$ cat src/rtl/ex_pkg.sv
// Shared encodings for the execute stage: ALU op selects, R-type funct codes,
// forwarding selects and the multiply/divide op and state types.
package ex_pkg;

  localparam logic [1:0] ALUOP_ADD   = 2'b00;
  localparam logic [1:0] ALUOP_SUB   = 2'b01;
  localparam logic [1:0] ALUOP_FUNCT = 2'b10;
  localparam logic [1:0] ALUOP_OR    = 2'b11;

  localparam logic [1:0] FWD_RF  = 2'b00;
  localparam logic [1:0] FWD_WB  = 2'b01;
  localparam logic [1:0] FWD_MEM = 2'b10;

  localparam logic [5:0] F_MFHI  = 6'h10;
  localparam logic [5:0] F_MFLO  = 6'h12;
  localparam logic [5:0] F_MULT  = 6'h18;
  localparam logic [5:0] F_MULTU = 6'h19;
  localparam logic [5:0] F_DIV   = 6'h1A;
  localparam logic [5:0] F_DIVU  = 6'h1B;
  localparam logic [5:0] F_ADD   = 6'h20;
  localparam logic [5:0] F_ADDU  = 6'h21;
  localparam logic [5:0] F_SUB   = 6'h22;
  localparam logic [5:0] F_SUBU  = 6'h23;
  localparam logic [5:0] F_AND   = 6'h24;
  localparam logic [5:0] F_OR    = 6'h25;
  localparam logic [5:0] F_XOR   = 6'h26;
  localparam logic [5:0] F_NOR   = 6'h27;
  localparam logic [5:0] F_SLT   = 6'h2A;
  localparam logic [5:0] F_SLTU  = 6'h2B;

  // Values match funct[1:0] of mult/multu/div/divu.
  typedef enum logic [1:0] {MD_MULT, MD_MULTU, MD_DIV, MD_DIVU} md_op_t;
  typedef enum logic {MD_IDLE, MD_BUSY} md_state_t;

endpackage

$ cat src/rtl/ex_stage_muldiv_unit.sv
// Iterative multiply/divide unit: one shift-add or restoring-subtract step per
// cycle on operand magnitudes, sign-corrected into HI/LO on the last step.
module muldiv_unit
  import ex_pkg::*;
#(
  parameter int XLEN      = 32,
  parameter int MD_CYCLES = 32
) (
  input  logic            clk,
  input  logic            rst,
  input  logic            start,
  input  md_op_t          op,
  input  logic [XLEN-1:0] a,
  input  logic [XLEN-1:0] b,
  output logic            busy,
  output logic [XLEN-1:0] hi,
  output logic [XLEN-1:0] lo,
  output md_state_t       state
);

  localparam int CW = $clog2(MD_CYCLES);

  md_state_t       state_next;
  logic [CW-1:0]   count;
  logic [XLEN-1:0] acc_hi, acc_lo, b_mag, dividend;
  logic            is_div, neg_main, neg_rem, div_zero;
  logic            signed_op, a_neg, b_neg;
  logic [XLEN-1:0] a_mag, b_mag_in;
  logic [XLEN:0]   mul_sum, div_shift, div_trial;
  logic [XLEN-1:0] step_hi, step_lo, fin_hi, fin_lo;
  logic [2*XLEN-1:0] prod;

  assign signed_op = (op == MD_MULT) || (op == MD_DIV);
  assign a_neg     = signed_op & a[XLEN-1];
  assign b_neg     = signed_op & b[XLEN-1];
  assign a_mag     = a_neg ? -a : a;
  assign b_mag_in  = b_neg ? -b : b;
  assign busy      = (state == MD_BUSY);

  always_ff @(posedge clk) begin
    if (rst) state <= MD_IDLE;
    else     state <= state_next;
  end

  always_comb begin
    state_next = state;
    case (state)
      MD_IDLE: if (start) state_next = MD_BUSY;
      MD_BUSY: if (count == '0) state_next = MD_IDLE;
    endcase
  end

  // Multiply: acc_lo holds the multiplier and shifts right into the product.
  // Divide: acc_lo holds the dividend and shifts left as quotient bits enter.
  always_comb begin
    mul_sum   = {1'b0, acc_hi} + (acc_lo[0] ? {1'b0, b_mag} : '0);
    div_shift = {acc_hi, acc_lo[XLEN-1]};
    div_trial = div_shift - {1'b0, b_mag};
    step_hi   = mul_sum[XLEN:1];
    step_lo   = {mul_sum[0], acc_lo[XLEN-1:1]};
    if (is_div) begin
      if (!div_trial[XLEN]) begin
        step_hi = div_trial[XLEN-1:0];
        step_lo = {acc_lo[XLEN-2:0], 1'b1};
      end else begin
        step_hi = div_shift[XLEN-1:0];
        step_lo = {acc_lo[XLEN-2:0], 1'b0};
      end
    end
  end

  always_comb begin
    prod   = neg_main ? -{step_hi, step_lo} : {step_hi, step_lo};
    fin_hi = prod[2*XLEN-1:XLEN];
    fin_lo = prod[XLEN-1:0];
    if (is_div) begin
      if (div_zero) begin
        fin_hi = dividend;
        fin_lo = '1;
      end else begin
        fin_hi = neg_rem  ? -step_hi : step_hi;
        fin_lo = neg_main ? -step_lo : step_lo;
      end
    end
  end

  always_ff @(posedge clk) begin
    if (rst) begin
      count    <= '0;
      acc_hi   <= '0;
      acc_lo   <= '0;
      b_mag    <= '0;
      dividend <= '0;
      is_div   <= 1'b0;
      neg_main <= 1'b0;
      neg_rem  <= 1'b0;
      div_zero <= 1'b0;
      hi       <= '0;
      lo       <= '0;
    end else if (state == MD_IDLE && start) begin
      count    <= CW'(MD_CYCLES - 1);
      acc_hi   <= '0;
      acc_lo   <= a_mag;
      b_mag    <= b_mag_in;
      dividend <= a;
      is_div   <= (op == MD_DIV) || (op == MD_DIVU);
      neg_main <= a_neg ^ b_neg;
      neg_rem  <= a_neg;
      div_zero <= (b == '0);
    end else if (state == MD_BUSY) begin
      count  <= count - CW'(1);
      acc_hi <= step_hi;
      acc_lo <= step_lo;
      if (count == '0) begin
        hi <= fin_hi;
        lo <= fin_lo;
      end
    end
  end

endmodule

$ cat src/rtl/ex_stage.sv
// MIPS execute stage: forwarding, ALU, EX/MEM register and HI/LO stall logic.
// Multiply/divide support (HI/LO, mfhi/mflo, mult*/div*) is built only when MULDIV_EN is defined.
module ex_stage
  import ex_pkg::*;
#(
  parameter int XLEN      = 32,
  parameter int MD_CYCLES = 32
) (
  input  logic            clk,
  input  logic            rst,
  input  logic            id_valid,
  input  logic [31:0]     id_pc,
  input  logic [XLEN-1:0] id_read_data1,
  input  logic [XLEN-1:0] id_read_data2,
  input  logic [XLEN-1:0] id_imm,
  input  logic [4:0]      id_rt,
  input  logic [4:0]      id_rd,
  input  logic [5:0]      id_funct,
  input  logic [1:0]      id_alu_op,
  input  logic            id_alu_src,
  input  logic            id_reg_dst,
  input  logic            id_reg_write,
  input  logic            id_mem_read,
  input  logic            id_mem_write,
  input  logic            id_mem_to_reg,
  input  logic [1:0]      forward_a,
  input  logic [1:0]      forward_b,
  input  logic [XLEN-1:0] wb_result,
  output logic            stall_o,
  output logic            exmem_valid,
  output logic [31:0]     exmem_pc,
  output logic [XLEN-1:0] exmem_alu_result,
  output logic [XLEN-1:0] exmem_write_data,
  output logic [4:0]      exmem_write_reg,
  output logic            exmem_reg_write,
  output logic            exmem_mem_read,
  output logic            exmem_mem_write,
  output logic            exmem_mem_to_reg,
  output logic            md_busy
);

  if (MD_CYCLES != XLEN) begin : g_bad_cfg
    $error("ex_stage: MD_CYCLES must equal XLEN");
  end

  logic [XLEN-1:0] op_a, rt_val, op_b, alu_result;
  logic            alu_write, bubble;

`ifdef MULDIV_EN
  logic            md_req, md_dep, md_start, md_busy_w;
  logic [XLEN-1:0] hi, lo;
  md_state_t       md_state;
`endif

  always_comb begin
    case (forward_a)
      FWD_MEM: op_a = exmem_alu_result;
      FWD_WB:  op_a = wb_result;
      default: op_a = id_read_data1;
    endcase
    case (forward_b)
      FWD_MEM: rt_val = exmem_alu_result;
      FWD_WB:  rt_val = wb_result;
      default: rt_val = id_read_data2;
    endcase
    op_b = id_alu_src ? id_imm : rt_val;
  end

  always_comb begin
    alu_result = '0;
    alu_write  = id_reg_write;
`ifdef MULDIV_EN
    md_req = 1'b0;
    md_dep = 1'b0;
`endif
    case (id_alu_op)
      ALUOP_ADD: alu_result = op_a + op_b;
      ALUOP_SUB: alu_result = op_a - op_b;
      ALUOP_OR:  alu_result = op_a | op_b;
      ALUOP_FUNCT: begin
        case (id_funct)
          F_ADD, F_ADDU: alu_result = op_a + op_b;
          F_SUB, F_SUBU: alu_result = op_a - op_b;
          F_AND:  alu_result = op_a & op_b;
          F_OR:   alu_result = op_a | op_b;
          F_XOR:  alu_result = op_a ^ op_b;
          F_NOR:  alu_result = ~(op_a | op_b);
          F_SLT:  alu_result = {{(XLEN-1){1'b0}}, $signed(op_a) < $signed(op_b)};
          F_SLTU: alu_result = {{(XLEN-1){1'b0}}, op_a < op_b};
`ifdef MULDIV_EN
          F_MFHI: begin
            alu_result = hi;
            md_dep     = 1'b1;
          end
          F_MFLO: begin
            alu_result = lo;
            md_dep     = 1'b1;
          end
          F_MULT, F_MULTU, F_DIV, F_DIVU: begin
            alu_write = 1'b0;
            md_dep    = 1'b1;
            md_req    = 1'b1;
          end
`else
          F_MFHI, F_MFLO, F_MULT, F_MULTU, F_DIV, F_DIVU: alu_write = 1'b0;
`endif
          default: alu_write = 1'b0;
        endcase
      end
    endcase
  end

`ifdef MULDIV_EN
  // HI/LO readers and new mult/div wait while an operation is in flight.
  assign stall_o  = id_valid & md_dep & (md_state == MD_BUSY);
  assign md_start = id_valid & md_req & ~stall_o;
  assign md_busy  = md_busy_w;

  muldiv_unit #(
    .XLEN      (XLEN),
    .MD_CYCLES (MD_CYCLES)
  ) u_muldiv (
    .clk   (clk),
    .rst   (rst),
    .start (md_start),
    .op    (md_op_t'(id_funct[1:0])),
    .a     (op_a),
    .b     (rt_val),
    .busy  (md_busy_w),
    .hi    (hi),
    .lo    (lo),
    .state (md_state)
  );
`else
  assign stall_o = 1'b0;
  assign md_busy = 1'b0;
`endif

  // Bubbles and stalled slots carry no control so nothing downstream commits them.
  assign bubble = ~id_valid | stall_o;

  always_ff @(posedge clk) begin
    if (rst || bubble) begin
      exmem_valid      <= 1'b0;
      exmem_pc         <= '0;
      exmem_alu_result <= '0;
      exmem_write_data <= '0;
      exmem_write_reg  <= '0;
      exmem_reg_write  <= 1'b0;
      exmem_mem_read   <= 1'b0;
      exmem_mem_write  <= 1'b0;
      exmem_mem_to_reg <= 1'b0;
    end else begin
      exmem_valid      <= 1'b1;
      exmem_pc         <= id_pc;
      exmem_alu_result <= alu_result;
      exmem_write_data <= rt_val;
      exmem_write_reg  <= id_reg_dst ? id_rd : id_rt;
      exmem_reg_write  <= alu_write;
      exmem_mem_read   <= id_mem_read;
      exmem_mem_write  <= id_mem_write;
      exmem_mem_to_reg <= id_mem_to_reg;
    end
  end

endmodule

$ cat config.mk
export PLATFORM = sky130hd
export DESIGN_NAME = ex_stage
export DESIGN_NICKNAME = d
export VERILOG_FILES = /design/src/rtl/ex_pkg.sv /design/src/rtl/ex_stage_muldiv_unit.sv /design/src/rtl/ex_stage.sv
export SDC_FILE = /design/constraint.sdc
export NUM_CORES = 1
export LEC_CHECK = 0
export BUFFER_PORTS_ARGS = -buffer_cell sky130_fd_sc_hd__buf_2
export CORE_ASPECT_RATIO = 0.6
export CORE_UTILIZATION = 47
export DETAILED_ROUTE_END_ITERATION = 7
export PLACE_DENSITY = 0.84
export REMOVE_ABC_BUFFERS = 1
export SYNTH_ARGS = -nofsm -noshare
export SYNTH_HDL_FRONTEND = slang
export SYNTH_SLANG_ARGS = --single-unit
$ cat constraint.sdc
create_clock -name clk -period 6.98 [get_ports clk]
set_input_delay 2.094 -clock clk [delete_from_list [all_inputs] [get_ports clk]]
set_output_delay 2.094 -clock clk [all_outputs]
set_load 0.005 [all_outputs]
== Word-level counts from Yosys, hierarchy flattened ==
Index checks and enable logic that the tools add are counted.
Word-level totals
  flip-flop bits (word level): 106
  bits in latches: 0
  bits in writable memories: 0
  ROM bits: 0
  input port bits: 191
  output and inout bits: 108
  memories kept: 0
Operators by class
  add/sub/neg operators: 2
  multipliers: 0
  div/mod/pow operators: 0
  order comparisons: 2
  eq/ne operators: 17
  shift operators: 0
  muxes and demuxes: 9
  bitwise gates (word level): 5
  reductions and logical operators: 5
Operators by type and width (number)
  $pmux 32 s8: 1
  $pmux 32 s2: 2
  $pmux 32 s4: 1
  $lt 32x32->1: 2
  $eq 6x6->1 const B: 10
  $add 32x32->32: 1
  $and 32x32->32: 1
  $mux 32: 1
  $not 32->32: 1
  $or 32x32->32: 1
  $sub 32x32->32: 1
  $xor 32x32->32: 1
  $reduce_or 10->1: 1
  $eq 2x2->1 const B: 4
  $eq 2x1->1 const B: 3
  $mux 5: 1
  $reduce_or 2->1: 2
  $mux 1: 3
  $logic_not 2->1: 1
  $logic_or 1x1->1: 1
  $not 1->1: 1

== Longest topological paths before layout ==
  depth after elaboration: 7
  mapped depth: 20

== Worst setup path before layout ==
OpenSTA, ideal clock, no wires.
  path kind: input -> register
  start point: input port forward_b[0]
  end point: register exmem_alu_result[29]
  arrival time: 5.814 ns
  path slack: 1.043 ns
  cell stages on the path: 19
  buffers on the path: 2
  path through: inv_1 > ha_1 > clkbuf_1 > clkbuf_1 > a22oi_1 > nor2_1 > a21oi_1 > o21a_1 > ha_1 > nor2b_1 > a221oi_2 > o21ba_2 > o21ai_1 > a311oi_2 > o22ai_1 > o211ai_1 > or3b_2 > a21oi_1 > o22ai_1
Between the ends
  longest elaborated chain between the ends: 7
Ends and longest elaborated chain
  start, declared: RTL line ex_stage.sv:27  | input logic [1:0] forward_b,
  $eq 2x1->1 or $eq 2x2->1 (tied branches): RTL line ex_stage.sv:61  | case (forward_b)
  $pmux 32 s2 (*): RTL line ex_stage.sv:61
  $mux 32 (*): RTL line ex_stage.sv:66  | op_b = id_alu_src ? id_imm : rt_val;
  branches (longest 3 deep; another with $sub 32x32->32)
  $pmux 32 s4 (*): RTL line ex_stage.sv:76  | case (id_alu_op)
  end signal, assigned: RTL line ex_stage.sv:156  | exmem_alu_result <= alu_result;
  end, declared: RTL line ex_stage.sv:32  | output logic [XLEN-1:0] exmem_alu_result,
Every way passes the cells marked *.
A chain may end at the register's enable or synchronous reset.

== Worst setup path in the final report ==
  start point: input port forward_b[0]
  end point: register exmem_alu_result[22]
The elaborated chain is that of the path after synthesis.

==> flow_summary.toml <==
[routing]
vias = 12277
final_antenna_net_count = 0
drt_iter0_drc = 1351
drcViolationCount = 0
viasPerCell = 6.05
dr.pass1.iters = 6
routedWlPerCell_um = 20.6
drt_wl_total_um = 41800

[finish]
final_common_cell = "buf_2"
syn2layout_area_growth_pct = 19.2
final_cell_mix = "buf_2, nor2_1, a21oi_1"
reg_top3 = "exmem_alu_result (32), exmem_pc (32), exmem_write_data (32)"
fillCellCount = 2142
drive_gt1_frac = 0.230
fin_nets = 2002
n_antenna_cell = 0
final_cell_area_sq_mm = 0.0128

[critical_path]
cp.arrival_ns = 6.60
required_ns = 7.27
crit_type = "in -> reg"
critPathSlowestCell = "ha_2"
start_kind = "primary input"
max_stage_delay_ns = 0.68
path_cells = "buf_2 > inv_1 > ha_2 > a21oi_1 > o21ai_0 > ha_1 > inv_1 > ha_1 > nor2_2 > o311ai_1 > a221oi_2 > a21oi_1 > o311ai_1 > nand2_1 > o21a_1 > o21ai_1 > or3b_1 > a221oi_2"
critPathMaxFanout = 24
critPathCaptureType = "flop"

[floorplan]
die_width_um = 197
pin_count = 299
die_area_sq_mm = 0.0234
die_y_um = 119
start_util = 0.483
rows = 42
fp.coreArea_sq_mm = 0.0222

[sta]
fmax_mhz = 158
slew_headroom = 0.230
tightest_slew_ns = 1.15
finalSetupViolations = 0
tns_ns = 0
hold_slack_ns = 0.681
rsz0062_at_grt = "no"
finalCritPeriodShare = 0.904
maxSlewViolCount = 0
hold_viol_final = 0
skew_ns = 0.0125
finalCriticalPeriod_ns = 6.31

[clocking]
ctsHoldBuffers = 0
cts_made_buffers = 9
clk_pin_slew_ns = 0.08
cts_root_buf = "clkbuf_16"
post_cts_buffers = 0
cts.sinks = 106
cts_tree = "built"
clockBufferDepth = 2
htreeDepth = 3
insertion_delay_ns = 0.38
cts_resized = 0

[logic_synthesis]
syn_inst = 1477
ys_ff_latch = 106
synth.distinct_cells = 88
ys_seq_area_frac = 0.198
synth_edf_count = 0
postSynth.asyncResetShare = 0
syn_avg_cell_area_sq_um = 7.25
yosys_warnings = 0
synth_area_sq_mm = 0.0107
ys.flop_type = "dfxtp_1"

[grt]
track_usage = 0.347
grt_pass1_wl_um = 63200
gr-total-overflow = 0
grt_pass1_vias = 11297
antenna_found_initial = 1
grt_max_degree = 55

[pwr]
powerDensity_mw_per_mm2 = 195
leakage_nw = 5.97
peakVddDrop_v = 0.000122

[placement]
io_buffers = 296
placed_area_sq_mm = 0.0125
place.gp.congestion = 1.04
hpwlAfterDp_um = 31900

[worst_hold_path]
min_path_type = "reg -> reg"

[run_status]
outcome = "completed"

[flow_run]
maxCapViolations = 0
==> Yosys cell counts (all sizes together), types with 10 or more instances <==
cell type    n  area (sq um)
nor2       160           613
a21oi      139           718
nand2      120           450
dfxtp      106          2120
inv         95           357
ha          94          1180
o21ai       94           470
clkbuf      88           332
a22oi       65           488
xnor2       59           517
o21a        46           353
and2        38           238
mux2i       35           350
o22ai       29           181
nor3        21           105
buf         20          98.8
xor2        20           175
nand2b      19           119
nand3       15          75.1
a211oi      14           105
a21o        13          97.6
o221ai      13           126
a31oi       12          75.1
o31ai       11          82.6
a221oi      10           113
o211ai      10          75.1
==> power by group <==
group	switching, mW	internal [mW]	leakage, nW
Sequential	0.0201	0.639	0.868
Clock	0.267	0.290	0.153
Combinational	0.780	0.493	4.95
Total	1.07	1.42	5.97
==> final timing paths <==
kind | start | slack [ns] | cells after the start | to
max reg2reg | exmem_alu_result[0] | 2.75 | 17 | exmem_alu_result[22]
min | exmem_alu_result[6] | 0.68 | 2 | exmem_write_data[6]
max | forward_b[0] | 0.67 | 18 | exmem_alu_result[22]
min reg2reg | exmem_alu_result[6] | 0.68 | 2 | exmem_write_data[6]
==> logic make-up after synthesis <==
family / synth area share
flip-flops: 0.198
AND/OR/NAND/NOR: 0.180
buffers and inverters: 0.0749
AO/OA/AOI/OAI: 0.331
multiplexers: 0.0390
adder cells (fa/ha/maj): 0.112
other: 0.000350
XOR/XNOR: 0.0646
==> layout make-up <==
class                           instances  area [sq um]  area share
Multi-Input combinational cell       1165          7800       0.611
Sequential cell                       106          2120       0.166
Timing Repair Buffer                  335          1780       0.139
Tap cell                              308           385      0.0302
Inverter                               99           372      0.0291
Clock buffer                           10           239      0.0187
Clock inverter                          6          62.6     0.00490
==> layer usage <==
metal,vias to the layer above,share of wire,wire length [um],global-route usage
li1,5714,-,-,-
met1,5673,0.45,18800,0.497
met2,807,0.39,16300,0.490
met3,81,0.13,5620,0.114
met4,2,0.024,990,0.0925
met5,-,0.00031,13,0
==> metrics by stage <==
stage | utilization | setup WS, ns | instances | power (mW)
6_report | 0.575 | 0.667 | 2029 | 2.49
2_1_floorplan | - | 0.534 | 1370 | 1.49
3_5_place_dp | 0.562 | 0.413 | 2013 | 1.89
3_3_place_gp | 0.562 | 0.587 | 2013 | 1.88
4_1_cts | 0.575 | 0.804 | 2029 | 2.45
5_1_grt | 0.575 | 0.339 | 2029 | 2.62
==> worst max-delay path, delay by kind of cell <==
kind | cells | cell delay, ns
buf+inv | 3 | 0.19
fa+ha+maj | 3 | 1.13
simple gates | 3 | 0.81
compound gates | 9 | 2.37
Note: power is estimated with default switching activity, not from simulation.
